==> config.mk <==
export PLATFORM = sky130hd
export DESIGN_NAME = vpu_result_drain
export DESIGN_NICKNAME = d
export VERILOG_FILES = /design/src/rtl/vpu_result_drain_pkg.sv /design/src/rtl/vpu_row_fifo.sv /design/src/rtl/vpu_result_drain.sv
export SDC_FILE = /design/constraint.sdc
export NUM_CORES = 1
export LEC_CHECK = 0
export ABC_CLOCK_PERIOD_IN_PS = 3100
export CORE_ASPECT_RATIO = 1.4
export CORE_MARGIN = 2
export CORE_UTILIZATION = 49
export CTS_CLUSTER_SIZE = 14
export DETAILED_ROUTE_END_ITERATION = 6
export PLACE_DENSITY = 0.77
export SKIP_CTS_REPAIR_TIMING = 1
export SLEW_MARGIN = 20
export SYNTH_ARGS = -nofsm -noshare
export SYNTH_HDL_FRONTEND = slang
export SYNTH_SLANG_ARGS = --single-unit
==> constraint.sdc <==
create_clock -name clk -period 3.1 [get_ports clk]
set_input_delay 0.465 -clock clk [delete_from_list [all_inputs] [get_ports clk]]
set_output_delay 0.465 -clock clk [all_outputs]
set_load 0.01 [all_outputs]
==> src/rtl/vpu_result_drain_pkg.sv <==
// Shared types and width helpers for the vector-unit result drain.
// This package holds the drain FSM encoding and the widths derived from the parameters.
package vpu_result_drain_pkg;

  typedef enum logic [0:0] {
    ST_IDLE   = 1'b0,
    ST_STREAM = 1'b1
  } drain_state_e;

  localparam int unsigned ROWS_DRAINED_W = 16;

  // Index width for n items, never narrower than one bit.
  function automatic int unsigned idx_w(input int unsigned n);
    return (n > 1) ? $clog2(n) : 1;
  endfunction

  // Counter width able to hold 0..n inclusive.
  function automatic int unsigned cnt_w(input int unsigned n);
    return $clog2(n + 1);
  endfunction

endpackage

==> src/rtl/vpu_row_fifo.sv <==
// Synchronous row FIFO with a combinational head and a count that spans 0..DEPTH.
// The caller qualifies push and pop, so a push while full only arrives together with a pop.
module vpu_row_fifo
  import vpu_result_drain_pkg::*;
#(
  parameter int unsigned WIDTH = 40,
  parameter int unsigned DEPTH = 4
) (
  input  logic                    clk,
  input  logic                    reset,
  input  logic                    push,
  input  logic                    pop,
  input  logic [WIDTH-1:0]        din,
  output logic [WIDTH-1:0]        dout,
  output logic [cnt_w(DEPTH)-1:0] count,
  output logic                    full,
  output logic                    empty
);

  localparam int unsigned PTR_W = idx_w(DEPTH);
  localparam int unsigned CNT_W = cnt_w(DEPTH);

  logic [WIDTH-1:0] mem_q [DEPTH];
  logic [PTR_W-1:0] wr_ptr_q, wr_ptr_d;
  logic [PTR_W-1:0] rd_ptr_q, rd_ptr_d;
  logic [CNT_W-1:0] count_q, count_d;

  // Pointers wrap naturally because DEPTH is a power of two.
  always_comb begin
    wr_ptr_d = wr_ptr_q;
    rd_ptr_d = rd_ptr_q;
    count_d  = count_q;
    if (push) begin
      wr_ptr_d = wr_ptr_q + PTR_W'(1);
    end
    if (pop) begin
      rd_ptr_d = rd_ptr_q + PTR_W'(1);
    end
    case ({push, pop})
      2'b10:   count_d = count_q + CNT_W'(1);
      2'b01:   count_d = count_q - CNT_W'(1);
      default: count_d = count_q;
    endcase
  end

  always_ff @(posedge clk or negedge reset) begin
    if (!reset) begin
      wr_ptr_q <= '0;
      rd_ptr_q <= '0;
      count_q  <= '0;
    end else begin
      wr_ptr_q <= wr_ptr_d;
      rd_ptr_q <= rd_ptr_d;
      count_q  <= count_d;
    end
  end

  // Storage carries data only and needs no reset.
  always_ff @(posedge clk) begin
    if (push) begin
      mem_q[wr_ptr_q] <= din;
    end
  end

  assign dout  = mem_q[rd_ptr_q];
  assign count = count_q;
  assign full  = (count_q == CNT_W'(DEPTH));
  assign empty = (count_q == '0);

endmodule

==> src/rtl/vpu_result_drain.sv <==
// Captures result rows strobed out of the vector unit into a row FIFO and serializes
// them lane by lane onto a valid/ready element stream, flagging rows lost to overflow.
module vpu_result_drain
  import vpu_result_drain_pkg::*;
#(
  parameter int unsigned OUT_WIDTH  = 16,
  parameter int unsigned ROW_A      = 4,
  parameter int unsigned ADDR_WIDTH = 8,
  parameter int unsigned FIFO_DEPTH = 4
) (
  input  logic                                 clk,
  input  logic                                 reset,
  input  logic                                 deload_out,
  input  logic [ADDR_WIDTH-1:0]                addr_res,
  input  logic [OUT_WIDTH*ROW_A-1:0]           out,
  output logic                                 m_valid,
  input  logic                                 m_ready,
  output logic [OUT_WIDTH-1:0]                 m_data,
  output logic [ADDR_WIDTH+idx_w(ROW_A)-1:0]   m_addr,
  output logic                                 m_last,
  output logic                                 almost_full,
  output logic                                 overflow,
  output logic [ROWS_DRAINED_W-1:0]            rows_drained
);

  localparam int unsigned LANE_W  = idx_w(ROW_A);
  localparam int unsigned ROW_W   = OUT_WIDTH * ROW_A;
  localparam int unsigned ENTRY_W = ADDR_WIDTH + ROW_W;
  localparam int unsigned CNT_W   = cnt_w(FIFO_DEPTH);

  drain_state_e              state_q, state_d;
  logic [LANE_W-1:0]         lane_q, lane_d;
  logic [ROWS_DRAINED_W-1:0] rows_drained_q, rows_drained_d;
  logic                      almost_full_q, almost_full_d;
  logic                      overflow_q, overflow_d;

  logic [ENTRY_W-1:0]    fifo_din;
  logic [ENTRY_W-1:0]    fifo_dout;
  logic [CNT_W-1:0]      fifo_count;
  logic                  fifo_full;
  logic                  fifo_empty;
  logic [CNT_W-1:0]      count_next;
  logic [ADDR_WIDTH-1:0] head_addr;
  logic [ROW_W-1:0]      head_row;
  logic [OUT_WIDTH-1:0]  lane_data;
  logic                  streaming;
  logic                  handshake;
  logic                  at_last_lane;
  logic                  pop;
  logic                  push_ok;
  logic                  drop;

  assign fifo_din  = {addr_res, out};
  assign head_addr = fifo_dout[ENTRY_W-1 -: ADDR_WIDTH];
  assign head_row  = fifo_dout[ROW_W-1:0];

  assign streaming    = (state_q == ST_STREAM);
  assign handshake    = streaming && m_ready;
  assign at_last_lane = (lane_q == LANE_W'(ROW_A - 1));
  assign pop          = handshake && at_last_lane;
  // A full FIFO still takes the row when the head retires in the same cycle.
  assign push_ok      = deload_out && (!fifo_full || pop);
  assign drop         = deload_out && !push_ok;

  vpu_row_fifo #(
    .WIDTH (ENTRY_W),
    .DEPTH (FIFO_DEPTH)
  ) u_row_fifo (
    .clk   (clk),
    .reset (reset),
    .push  (push_ok),
    .pop   (pop),
    .din   (fifo_din),
    .dout  (fifo_dout),
    .count (fifo_count),
    .full  (fifo_full),
    .empty (fifo_empty)
  );

  always_comb begin
    count_next = fifo_count;
    if (push_ok && !pop) begin
      count_next = fifo_count + CNT_W'(1);
    end else if (!push_ok && pop) begin
      count_next = fifo_count - CNT_W'(1);
    end
  end

  always_comb begin
    state_d        = state_q;
    lane_d         = lane_q;
    rows_drained_d = rows_drained_q;
    almost_full_d  = (count_next >= CNT_W'(FIFO_DEPTH - 1));
    overflow_d     = overflow_q || drop;
    case (state_q)
      ST_IDLE: begin
        if (!fifo_empty) begin
          state_d = ST_STREAM;
        end
      end
      ST_STREAM: begin
        if (handshake) begin
          if (at_last_lane) begin
            lane_d         = '0;
            rows_drained_d = rows_drained_q + ROWS_DRAINED_W'(1);
            if (count_next == '0) begin
              state_d = ST_IDLE;
            end
          end else begin
            lane_d = lane_q + LANE_W'(1);
          end
        end
      end
      default: state_d = ST_IDLE;
    endcase
  end

  always_ff @(posedge clk or negedge reset) begin
    if (!reset) begin
      state_q        <= ST_IDLE;
      lane_q         <= '0;
      rows_drained_q <= '0;
      almost_full_q  <= 1'b0;
      overflow_q     <= 1'b0;
    end else begin
      state_q        <= state_d;
      lane_q         <= lane_d;
      rows_drained_q <= rows_drained_d;
      almost_full_q  <= almost_full_d;
      overflow_q     <= overflow_d;
    end
  end

  always_comb begin
    lane_data = '0;
    for (int i = 0; i < int'(ROW_A); i++) begin
      if (lane_q == LANE_W'(i)) begin
        lane_data = head_row[i*OUT_WIDTH +: OUT_WIDTH];
      end
    end
  end

  // ROW_A is a power of two, so row_addr*ROW_A + lane is a plain concatenation.
  assign m_valid      = streaming;
  assign m_data       = streaming ? lane_data : '0;
  assign m_addr       = streaming ? {head_addr, lane_q} : '0;
  assign m_last       = streaming && at_last_lane;
  assign almost_full  = almost_full_q;
  assign overflow     = overflow_q;
  assign rows_drained = rows_drained_q;

endmodule

==> run metrics <==
commonest non-fill, non-tap cells in the layout=sky130_fd_sc_hd__edfxtp_1 (288), sky130_fd_sc_hd__clkdlybuf4s50_1 (105), sky130_fd_sc_hd__mux2i_1 (98); number of maximum-capacitance violations=0; remaining max-slew budget at the tightest pin=0.364; die span in y=roughly 190 um; final setup fails=0; total gr overflow=0; number of synthesized flops with an enable pin=roughly 290; Max Clock Skew=around 0.012 ns; total net switching power=between 4 and 5 mW; final weighted congestion in routability-driven placement=roughly 0.76; total negative slack=0 ns; VDD IR-drop max=around 0.82 mV; yosys warns=0; fraction of layout cells with a size suffix above 1=0.143; Via-to-Cell Ratio=between 5 and 6; worst setup path startpoint=lane_q[0]$_DFFE_PN0P_; most frequently used flop master after synthesis=sky130_fd_sc_hd__edfxtp_1; average wire per cell in the routed design=~22 um; count of antenna-violating nets left after detailed routing=0; fraction of power consumed by the clock network=0.235; Least-Margin Pin Slew=about 0.95 ns; Mapped Area=~0.013 mm2; Initial Util=0.497; worst-case register-to-register setup slack=0.54 ns; Static Leakage=5.64 nW; category of the critical setup timing path=reg -> out; sink count of the clock tree=around 320; filler instances=about 1,800; nets in the synthesized netlist=about 800; total length of routed wires=between 20 and 30 mm; crit-path cells=ha_1 -> or3b_1 -> buf_4 -> o22ai_1 -> o21bai_1 -> a21oi_1 -> dlymetal6s2s_1; critical path launch point type=flop; htree depth=1; post-synthesis sequential area ratio=0.744; number of buffers and inverters on the critical path=2; DRC violations left=0; critical path data required time=2.63 ns; nature of the critical path endpoint=primary output; post-CTS clock slew at the launch and capture registers of the worst setup and hold paths=roughly 0.070 ns; Synth Instances=~700; TritonCTS clock tree=done; share of flip-flops with an asynchronous set or reset after synthesis=0.0886; area of the placeable core=0.0253 mm2; hold violation count in the final report=0; Die Footprint=~0.027 mm2; initial antenna violation count=3; time the worst path needs with I/O delays and setup=~3 ns; CP arrival=2.55 ns; Yosys cell types=39; Pint=9.89 mW; Sequential Power Share=0.412; Max FO, Critical Path=16; sw frac=0.310; number of global-route vias before repair=between 6,000 and 7,000; clock latency on the worst-skew pair=between 0.5 and 0.6 ns; setup repair after global routing missed its margin=yes; power density over the cells=just over 900 mW/mm2; net count reported at finish=roughly 950; hold_ws=approximately 0.45 ns; most common library cell in the layout ignoring fill and taps=sky130_fd_sc_hd__edfxtp_1; delay-heaviest family, CP=compound AO/OA/AOI/OAI gates; iteration count of the initial detailed-routing pass=4; I/O pin cnt=between 100 and 150; total clock buffers created by CTS=29; min-delay worst type=in -> async; max-slew violations=0; Mean Syn Cell Area=around 18 um2; flops & latches, synth=about 320; buffers added on ports=approximately 120; maximum count of clock buffers along a single path=3; overall global routing resource usage=0.189; status=completed; ratio of final minimum period to clock period=0.972; Comb pwr share=0.352; HPWL Detailed=around 17 mm; Die Span X=between 100 and 150 um; Synth-to-Final Area Change=22.7%; reg2reg start=lane_q[1]$_DFFE_PN0P_; first-pass GRT wire length=approximately 40 mm; largest net degree at the start of global routing=54; count of routing violations after the opening detailed-route iteration=473; max frequency=between 0.3 and 0.4 GHz; Vias=6,732; CP max stage delay=0.44 ns; slowest CP cell=sky130_fd_sc_hd__dfrtp_2; Site Rows=a little under 70; buffer type at the clock tree root=sky130_fd_sc_hd__clkbuf_16
## cell usage after synthesis (2+ instances only)
master | count | share of area
sky130_fd_sc_hd__clkbuf_1 | 13 | 0.0039
sky130_fd_sc_hd__and2_1 | 12 | 0.0060
sky130_fd_sc_hd__edfxtp_1 | 288 | 0.69
sky130_fd_sc_hd__mux4_2 | 24 | 0.043
sky130_fd_sc_hd__o21ai_0 | 19 | 0.0076
sky130_fd_sc_hd__nand2_1 | 16 | 0.0048
sky130_fd_sc_hd__o22ai_1 | 48 | 0.024
sky130_fd_sc_hd__buf_4 | 5 | 0.0030
sky130_fd_sc_hd__nand3_1 | 3 | 0.0012
sky130_fd_sc_hd__and4_1 | 2 | 0.0014
sky130_fd_sc_hd__nor3_1 | 2 | 0.00080
sky130_fd_sc_hd__mux2i_1 | 98 | 0.078
sky130_fd_sc_hd__nor3_2 | 2 | 0.0016
sky130_fd_sc_hd__o21bai_1 | 16 | 0.0096
sky130_fd_sc_hd__and3_1 | 8 | 0.0040
sky130_fd_sc_hd__buf_1 | 2 | 0.00060
sky130_fd_sc_hd__buf_6 | 3 | 0.0027
sky130_fd_sc_hd__ha_1 | 16 | 0.016
sky130_fd_sc_hd__nand4_1 | 3 | 0.0015
sky130_fd_sc_hd__buf_2 | 12 | 0.0048
sky130_fd_sc_hd__mux2_2 | 2 | 0.0018
sky130_fd_sc_hd__dfrtp_1 | 28 | 0.056
sky130_fd_sc_hd__nor2_1 | 22 | 0.0066
sky130_fd_sc_hd__nand2b_1 | 2 | 0.0010
sky130_fd_sc_hd__xor2_1 | 8 | 0.0056
sky130_fd_sc_hd__xnor2_1 | 13 | 0.0091
sky130_fd_sc_hd__inv_1 | 11 | 0.0033
sky130_fd_sc_hd__a21oi_1 | 17 | 0.0068
## cell type report
type,count,area [um2],area share
antenna,2,5.00,0.000325
clock buffer,37,776,0.0503
clock inverter,14,123,0.00795
inverter,11,41.3,0.00268
multi-input combinational,344,3040,0.197
sequential,316,9360,0.607
tap,319,399,0.0259
timing repair buffer,158,1670,0.108
## power groups by stage
| stage | clock network, mW | logic [mW] | registers, mW |
|---|---|---|---|
| after floorplan | 0 | 2.97 | 5.88 |
| after global placement | 0 | 4.89 | 5.97 |
| after detailed placement | 0 | 4.93 | 6.02 |
| after CTS | 3.43 | 4.95 | 5.93 |
| after global routing | 3.63 | 5.43 | 5.98 |
| final | 3.38 | 5.05 | 5.91 |
## metrics by stage
stage	instances	worst slack, ns	util	cell area [um2]	power [mW]
6_report	1201	0.0867	0.609	15400	14.3
3_5_place_dp	1144	0.212	0.568	14400	10.9
5_1_grt	1201	-0.000826	0.609	15400	15.0
3_3_place_gp	1144	0.297	0.568	14400	10.9
4_1_cts	1195	-0.399	0.603	15300	14.3
2_1_floorplan	706	0.774	-	12600	8.85
## registers in the layout (all words and copies together) (netlist names)
| register | count |
|---|---|
| u_row_fifo.wr_ptr_q | 2 |
| rows_drained | 16 |
| m_valid | 1 |
| u_row_fifo.rd_ptr_q | 2 |
| u_row_fifo.mem_q | 288 |
| almost_full | 1 |
| u_row_fifo.count | 3 |
| overflow | 1 |
| lane_q | 2 |
## worst register-to-register path, stage by stage, from the launching register on
cell and delay (ns):
sky130_fd_sc_hd__dfrtp_1 0.39, sky130_fd_sc_hd__buf_4 0.15, sky130_fd_sc_hd__ha_1 0.27, sky130_fd_sc_hd__nand3_2 0.12
sky130_fd_sc_hd__nand3_1 0.18, sky130_fd_sc_hd__and2_1 0.28, sky130_fd_sc_hd__inv_1 0.10, sky130_fd_sc_hd__ha_1 0.22
sky130_fd_sc_hd__inv_1 0.06, sky130_fd_sc_hd__ha_1 0.26, sky130_fd_sc_hd__mux2i_1 0.15, sky130_fd_sc_hd__and3_1 0.17
sky130_fd_sc_hd__a22oi_1 0.08
## final timing paths
check / endpoint / cells past startpoint
max reg2reg: m_valid$_DFF_PN0_ / 12
min: rows_drained[2]$_DFFE_PN0P_ / 1
min in group clk: rows_drained[15]$_DFFE_PN0P_ / 1
max in group asynchronous: u_row_fifo.rd_ptr_q[0]$_DFFE_PN0P_ / 1
max: m_data[4] / 7
min reg2reg: rows_drained[15]$_DFFE_PN0P_ / 1
## kinds of logic after synthesis
| group | after synthesis | synth area share |
|---|---|---|
| XOR/XNOR | 21 | 0.0146 |
| multiplexers | 124 | 0.123 |
| buffers and inverters | 46 | 0.0182 |
| flip-flops | 316 | 0.744 |
| adder cells (fa/ha/maj) | 16 | 0.0159 |
| AND/OR/NAND/NOR | 78 | 0.0331 |
| AO/OA/AOI/OAI | 105 | 0.0511 |
## metal layers
metal	up-vias	GRT usage	wire, um
met5	-	0	11
met4	2	0.0677	642
met3	43	0.0344	1610
met2	222	0.339	14100
met1	3379	0.228	9980
li1	3086	-	-
Power figures use the tool's default switching activity.
